[src/rtl/ram_dma.sv]
// Block-transfer initiator for the 1024 x 20-bit data RAM: copies a run of words
// (read, wait, write per word) or fills a region with a constant, owning the RAM port while busy.
module ram_dma #(
  parameter int ADDR_W = 10,
  parameter int DATA_W = 20
) (
  input  logic              i_clk,
  input  logic              i_rst,
  input  logic              i_start,
  input  logic              i_mode,
  input  logic [ADDR_W-1:0] i_src,
  input  logic [ADDR_W-1:0] i_dst,
  input  logic [ADDR_W:0]   i_len,
  input  logic [DATA_W-1:0] i_fill_val,
  output logic              o_busy,
  output logic              o_done,
  output logic [ADDR_W-1:0] o_addr,
  output logic [DATA_W-1:0] o_write,
  output logic              o_str,
  output logic              o_ld,
  input  logic [DATA_W-1:0] i_read
);

  typedef enum logic [2:0] {
    S_IDLE = 3'd0,
    S_RD   = 3'd1,
    S_WT   = 3'd2,
    S_WR   = 3'd3,
    S_FIN  = 3'd4
  } state_t;

  localparam logic [ADDR_W:0] CNT_ZERO = {(ADDR_W+1){1'b0}};
  localparam logic [ADDR_W:0] CNT_ONE  = {{ADDR_W{1'b0}}, 1'b1};

  state_t              r_state, w_state_nxt;
  logic                r_mode,  w_mode_nxt;
  logic [ADDR_W-1:0]   r_src,   w_src_nxt;
  logic [ADDR_W-1:0]   r_dst,   w_dst_nxt;
  logic [ADDR_W:0]     r_len,   w_len_nxt;
  logic [DATA_W-1:0]   r_fill,  w_fill_nxt;
  logic [ADDR_W:0]     r_cnt,   w_cnt_nxt;
  logic [DATA_W-1:0]   r_buf,   w_buf_nxt;
  logic [ADDR_W-1:0]   w_idx;

  logic                r_busy,  w_busy_nxt;
  logic                r_done,  w_done_nxt;
  logic [ADDR_W-1:0]   r_addr,  w_addr_nxt;
  logic [DATA_W-1:0]   r_write, w_write_nxt;
  logic                r_str,   w_str_nxt;
  logic                r_ld,    w_ld_nxt;

  // State, latched command and word counter.
  always_ff @(posedge i_clk or posedge i_rst) begin
    if (i_rst) begin
      r_state <= S_IDLE;
      r_mode  <= 1'b0;
      r_src   <= {ADDR_W{1'b0}};
      r_dst   <= {ADDR_W{1'b0}};
      r_len   <= CNT_ZERO;
      r_fill  <= {DATA_W{1'b0}};
      r_cnt   <= CNT_ZERO;
      r_buf   <= {DATA_W{1'b0}};
    end else begin
      r_state <= w_state_nxt;
      r_mode  <= w_mode_nxt;
      r_src   <= w_src_nxt;
      r_dst   <= w_dst_nxt;
      r_len   <= w_len_nxt;
      r_fill  <= w_fill_nxt;
      r_cnt   <= w_cnt_nxt;
      r_buf   <= w_buf_nxt;
    end
  end

  // Next-state logic; read data is captured on the edge closing the second held-address cycle.
  always_comb begin
    w_state_nxt = r_state;
    w_mode_nxt  = r_mode;
    w_src_nxt   = r_src;
    w_dst_nxt   = r_dst;
    w_len_nxt   = r_len;
    w_fill_nxt  = r_fill;
    w_cnt_nxt   = r_cnt;
    w_buf_nxt   = r_buf;
    case (r_state)
      S_IDLE: begin
        if (i_start) begin
          w_mode_nxt = i_mode;
          w_src_nxt  = i_src;
          w_dst_nxt  = i_dst;
          w_len_nxt  = i_len;
          w_fill_nxt = i_fill_val;
          w_cnt_nxt  = CNT_ZERO;
          if (i_len == CNT_ZERO) begin
            w_state_nxt = S_FIN;
          end else if (i_mode) begin
            w_state_nxt = S_WR;
          end else begin
            w_state_nxt = S_RD;
          end
        end else begin
          w_state_nxt = S_IDLE;
        end
      end
      S_RD: w_state_nxt = S_WT;
      S_WT: begin
        w_buf_nxt   = i_read;
        w_state_nxt = S_WR;
      end
      S_WR: begin
        w_cnt_nxt = r_cnt + CNT_ONE;
        if ((r_cnt + CNT_ONE) == r_len) begin
          w_state_nxt = S_FIN;
        end else if (r_mode) begin
          w_state_nxt = S_WR;
        end else begin
          w_state_nxt = S_RD;
        end
      end
      S_FIN:   w_state_nxt = S_IDLE;
      default: w_state_nxt = S_IDLE;
    endcase
  end

  assign w_idx = w_cnt_nxt[ADDR_W-1:0];

  // Port values for the upcoming state, so the registered outputs line up with it.
  always_comb begin
    w_busy_nxt  = 1'b0;
    w_done_nxt  = 1'b0;
    w_addr_nxt  = {ADDR_W{1'b0}};
    w_write_nxt = {DATA_W{1'b0}};
    w_str_nxt   = 1'b0;
    w_ld_nxt    = 1'b0;
    case (w_state_nxt)
      S_RD, S_WT: begin
        w_addr_nxt = w_src_nxt + w_idx;
        w_ld_nxt   = 1'b1;
        w_busy_nxt = 1'b1;
      end
      S_WR: begin
        w_addr_nxt  = w_dst_nxt + w_idx;
        w_write_nxt = w_mode_nxt ? w_fill_nxt : w_buf_nxt;
        w_str_nxt   = 1'b1;
        w_busy_nxt  = 1'b1;
      end
      S_FIN:   w_done_nxt = 1'b1;
      default: w_done_nxt = 1'b0;
    endcase
  end

  // Output registers; reset clears str at once so no write lands on the following edge.
  always_ff @(posedge i_clk or posedge i_rst) begin
    if (i_rst) begin
      r_busy  <= 1'b0;
      r_done  <= 1'b0;
      r_addr  <= {ADDR_W{1'b0}};
      r_write <= {DATA_W{1'b0}};
      r_str   <= 1'b0;
      r_ld    <= 1'b0;
    end else begin
      r_busy  <= w_busy_nxt;
      r_done  <= w_done_nxt;
      r_addr  <= w_addr_nxt;
      r_write <= w_write_nxt;
      r_str   <= w_str_nxt;
      r_ld    <= w_ld_nxt;
    end
  end

  assign o_busy  = r_busy;
  assign o_done  = r_done;
  assign o_addr  = r_addr;
  assign o_write = r_write;
  assign o_str   = r_str;
  assign o_ld    = r_ld;

endmodule

[config.mk]
export PLATFORM = sky130hd
export DESIGN_NAME = ram_dma
export DESIGN_NICKNAME = d
export VERILOG_FILES = /design/src/rtl/ram_dma.sv
export SDC_FILE = /design/constraint.sdc
export NUM_CORES = 1
export LEC_CHECK = 0
export ABC_CLOCK_PERIOD_IN_PS = 5830
export CAP_MARGIN = 20
export CORE_ASPECT_RATIO = 0.75
export CORE_MARGIN = 8
export CORE_UTILIZATION = 52
export CTS_CLUSTER_DIAMETER = 100
export DETAILED_ROUTE_END_ITERATION = 8
export HOLD_SLACK_MARGIN = 0.06
export PLACE_DENSITY = 0.89
export SYNTH_ARGS = -nofsm -noshare
export SYNTH_HDL_FRONTEND = slang
export SYNTH_SLANG_ARGS = --single-unit
[constraint.sdc]
create_clock -name i_clk -period 5.83 [get_ports i_clk]
set_input_delay 0.583 -clock i_clk [delete_from_list [all_inputs] [get_ports i_clk]]
set_output_delay 0.583 -clock i_clk [all_outputs]
set_load 0.01 [all_outputs]
==> metrics.md <==
| Metric | Value |
|---|---|
| CP max stage delay | `about 0.6 ns` |
| Worst Hold Class | `flop to flop` |
| Root Driver | `clkbuf_16` |
| IO buf count | `108` |
| Routed Wire Length | `15500 microns` |
| # fillers | `705` |
| NetSw | `approximately 1600 uW` |
| Share of the synthesized area in the top cell type | `53.8%` |
| Fmax | `0.199 GHz` |
| Switching share of power | `approximately 37%` |
| Peak VDD IR | `0.337 mV` |
| Mapped cell area | `0.00558 sq mm` |
| Startpoint Class | `flop` |
| Clock buffer depth | `2` |
| Netlist cell types | `57` |
| Final Instance Area | `0.00734 sq mm` |
| Global Route Usage Sum | `22.4%` |
| Critical path type | `flop to flop` |
| Vias | `4704` |
| GPL Wtd Cong | `between 0.8 and 0.9` |
| Clk_skew | `0.00527 ns` |
| Worst path cell trace | `ha_1, xor2_1, o211a_1, or4_1, nor3_2, o31a_1, mux2_2, ha_1, a21o_1, a211oi_1, o21ai_0, a41o_1, xnor2_1, or3b_2, mux2i_1` |
| Yosys top cell by area | `dfrtp_1` |
| Vias per cell | `5.61` |
| CTS tree | `done` |
| Ys async rst share | `100%` |
| 1st-pass router iterations | `5` |
| Synthesized area per cell | `9.56 sq um` |
| Slew Viols, Final | `0` |
| Grt total ovfl | `0` |
| Int Pwr | `2690 uW` |
| I/O pin count | `between 100 and 150` |
| Post-synth EDFFs | `0` |
| Placed wire-length estimate | `about 10000 microns` |
| Placed cell area | `around 0.0067 sq mm` |
| Slowest CP cell | `or4_1` |
| Sum Neg Setup Slack | `0 ns` |
| Initial antenna violation count | `0` |
| Share of cells above drive strength 1 | `a little under an eighth` |
| Core area | `approximately 0.010 sq mm` |
| FF+latch count, synth | `120` |
| Delay-heaviest family, CP | `compound AO/OA/AOI/OAI gates` |
| Cells after DPL | `806` |
| Sink Count | `120` |
| ANT nets after route | `0` |
| Initial Util | `a little over half` |
| Synth Instances | `584` |
| Post-synth top flop | `dfrtp_1` |
| Max-slew headroom | `50.4%` |
| Clk slew on worst S/H paths | `0.06 ns` |
| Critical path endpoint category | `flop` |
| CP dominant cell by count | `ha_1` |
| DIE HEIGHT | `106 microns` |
| Final worst path period need | `5.02 ns` |
| Status | `finished, final reports clean` |
| PwrDens | `just under 600 mW/mm^2` |
| Die extent in x | `136 microns` |
| Final setup violation count | `0` |
| First-pass GRT wire length | `about 25000 microns` |
| Syn Nets | `670` |
| Num CTS Buffers | `17` |
| Critical path required time | `6.16 ns` |
| Layout Nets | `775` |
| Place WS | `0.831 ns` |
| Commonest non-fill, non-tap cell in the layout | `nand2_1` |
| Die ar. | `0.0143 sq mm` |
| CTS H-Tree Depth | `4` |
| DR iter-0 viols | `389` |
| Final Hold Fails | `0` |
| Clk_lat worst skew | `0.42 ns` |
| Logic pwr share | `43.0%` |
| Fraction of power consumed by sequential logic | `32.2%` |
| Postcts setup bufs | `0` |
| CP max FO | `7` |
| Wire per inst | `18.5 microns` |
| Area contributors post-synth | `dfrtp_1, nand2_1, mux2_2` |
| Fin cells | `838` |
| Power Total | `4290 uW` |
| Setup WS post-layout | `between 0.8 and 0.9 ns` |
| Most frequent cells in the layout | `nand2_1, dfrtp_1, clkdlybuf4s50_1, nor2_1, mux2_2` |
| Post-cts resize count | `0` |
| Pin count of the biggest net entering global routing | `64` |
| WP buf/inv | `0` |
| Clock network power share | `24.8%` |
| Vias in the first global route | `4973` |
| Slew @ Worst Pin | `0.743 ns` |
| Residual DRC | `0` |
| Area Growth Syn to Fin | `31.6%` |
| Final worst path period share | `86.2%` |
| Max_cap viols | `0` |
| Antenna fix cells | `0` |
| RSZ-0062 raised after global routing | `false` |
| Leak | `0.00343 uW` |
| Row Count | `32` |
| Post-CTS Hold Buffers | `0` |
| Ys Warns | `0` |
| CP arrival | `approximately 5.4 ns` |
| Sequential-to-total area share from yosys stat | `53.8%` |
## power by group through the flow
stage | Clock, uW | Combinational [uW] | Sequential [uW]
after floorplan | 0 | 1230 | 1370
after global placement | 0 | 1730 | 1360
final | 1060 | 1850 | 1380
after detailed placement | 0 | 1790 | 1380
after CTS | 1070 | 1840 | 1380
after global routing | 1110 | 2040 | 1420
## synth_stat cells (all sizes together), types with 2 or more instances
| master | number |
|---|---|
| nor2 | 64 |
| and2 | 2 |
| ha | 10 |
| o31ai | 3 |
| and4 | 2 |
| nand2 | 168 |
| nor4 | 5 |
| xnor2 | 9 |
| nor2b | 2 |
| nand2b | 2 |
| or3 | 4 |
| a31oi | 2 |
| inv | 13 |
| and3 | 4 |
| dfrtp | 120 |
| xor2 | 9 |
| or4 | 3 |
| a211oi | 3 |
| nand3b | 4 |
| nor3 | 26 |
| o21bai | 2 |
| a21oi | 10 |
| o211a | 2 |
| buf | 8 |
| clkbuf | 21 |
| o22ai | 4 |
| a41o | 2 |
| a21o | 3 |
| o21ai | 25 |
| mux2 | 29 |
| nand3 | 6 |
| nand4 | 2 |
## sequential cells by signal (all words and copies together), names as in the netlist, 3 cells and up
| name | count |
|---|---|
| o_write | 20 |
| r_buf | 20 |
| r_fill | 20 |
| r_cnt | 11 |
| r_len | 11 |
| o_addr | 10 |
| r_dst | 10 |
| r_src | 10 |
| r_state | 3 |
## layout make-up
class                      instances  area, sq um  area share [%]
clock buffer                      18          429            5.84
clock inverter                    14          175            2.39
sequential                       120         3000            40.9
timing repair buffer             115         1130            15.4
tap                              136          170            2.32
inverter                          13         53.8           0.733
multi-input combinational        422         2380            32.4
## worst paths after layout
check,from,endpoint,slack (ns),cells after the start
worst max-delay path,r_cnt[0]$_DFF_PP0_,o_addr[9]$_DFF_PP0_,0.81,15
worst min-delay path,r_src[2]$_DFF_PP0_,r_src[2]$_DFF_PP0_,0.47,2
worst max register to register,r_cnt[0]$_DFF_PP0_,o_addr[9]$_DFF_PP0_,0.81,15
worst min register to register,r_src[2]$_DFF_PP0_,r_src[2]$_DFF_PP0_,0.47,2
max in group asynchronous,i_rst,r_len[6]$_DFFE_PP0P_,3.94,3
min in group asynchronous,i_rst,o_write[1]$_DFF_PP0_,0.66,2
## routing by layer
metal,vias to the layer above,global-route usage [%],part of all wire [%]
li1,2156,-,-
met1,2304,27.9,42
met2,210,34.4,47
met3,34,8.54,8.9
met4,0,8.62,2.2
met5,-,0,0
## stage by stage
stage	util (%)	hold slack [ns]
floorplan	-	0.436
global placement	65.0	0.455
detailed placement	65.0	0.456
CTS	70.8	0.468
global route	70.8	0.491
finish	70.8	0.474
## worst reg2reg max path, stage by stage, from the launching register on
cell and delay (ns):
dfrtp_1 0.44, ha_1 0.33, xor2_1 0.19, o211a_1 0.23
or4_1 0.60, nor3_2 0.31, o31a_1 0.42, mux2_2 0.42
ha_1 0.28, a21o_1 0.20, a211oi_1 0.31, o21ai_0 0.16
a41o_1 0.28, xnor2_1 0.14, or3b_2 0.46, mux2i_1 0.16
## kinds of logic after synthesis
logic type,Yosys count,synth area share [%]
AND/OR/NAND/NOR,298,23.1
flip-flops,120,53.8
AO/OA/AOI/OAI,65,7.60
buffers and inverters,42,3.81
multiplexers,30,6.30
XOR/XNOR,18,2.82
adder cells (fa/ha/maj),11,2.60
Note: power is estimated with default switching activity, not from simulation.
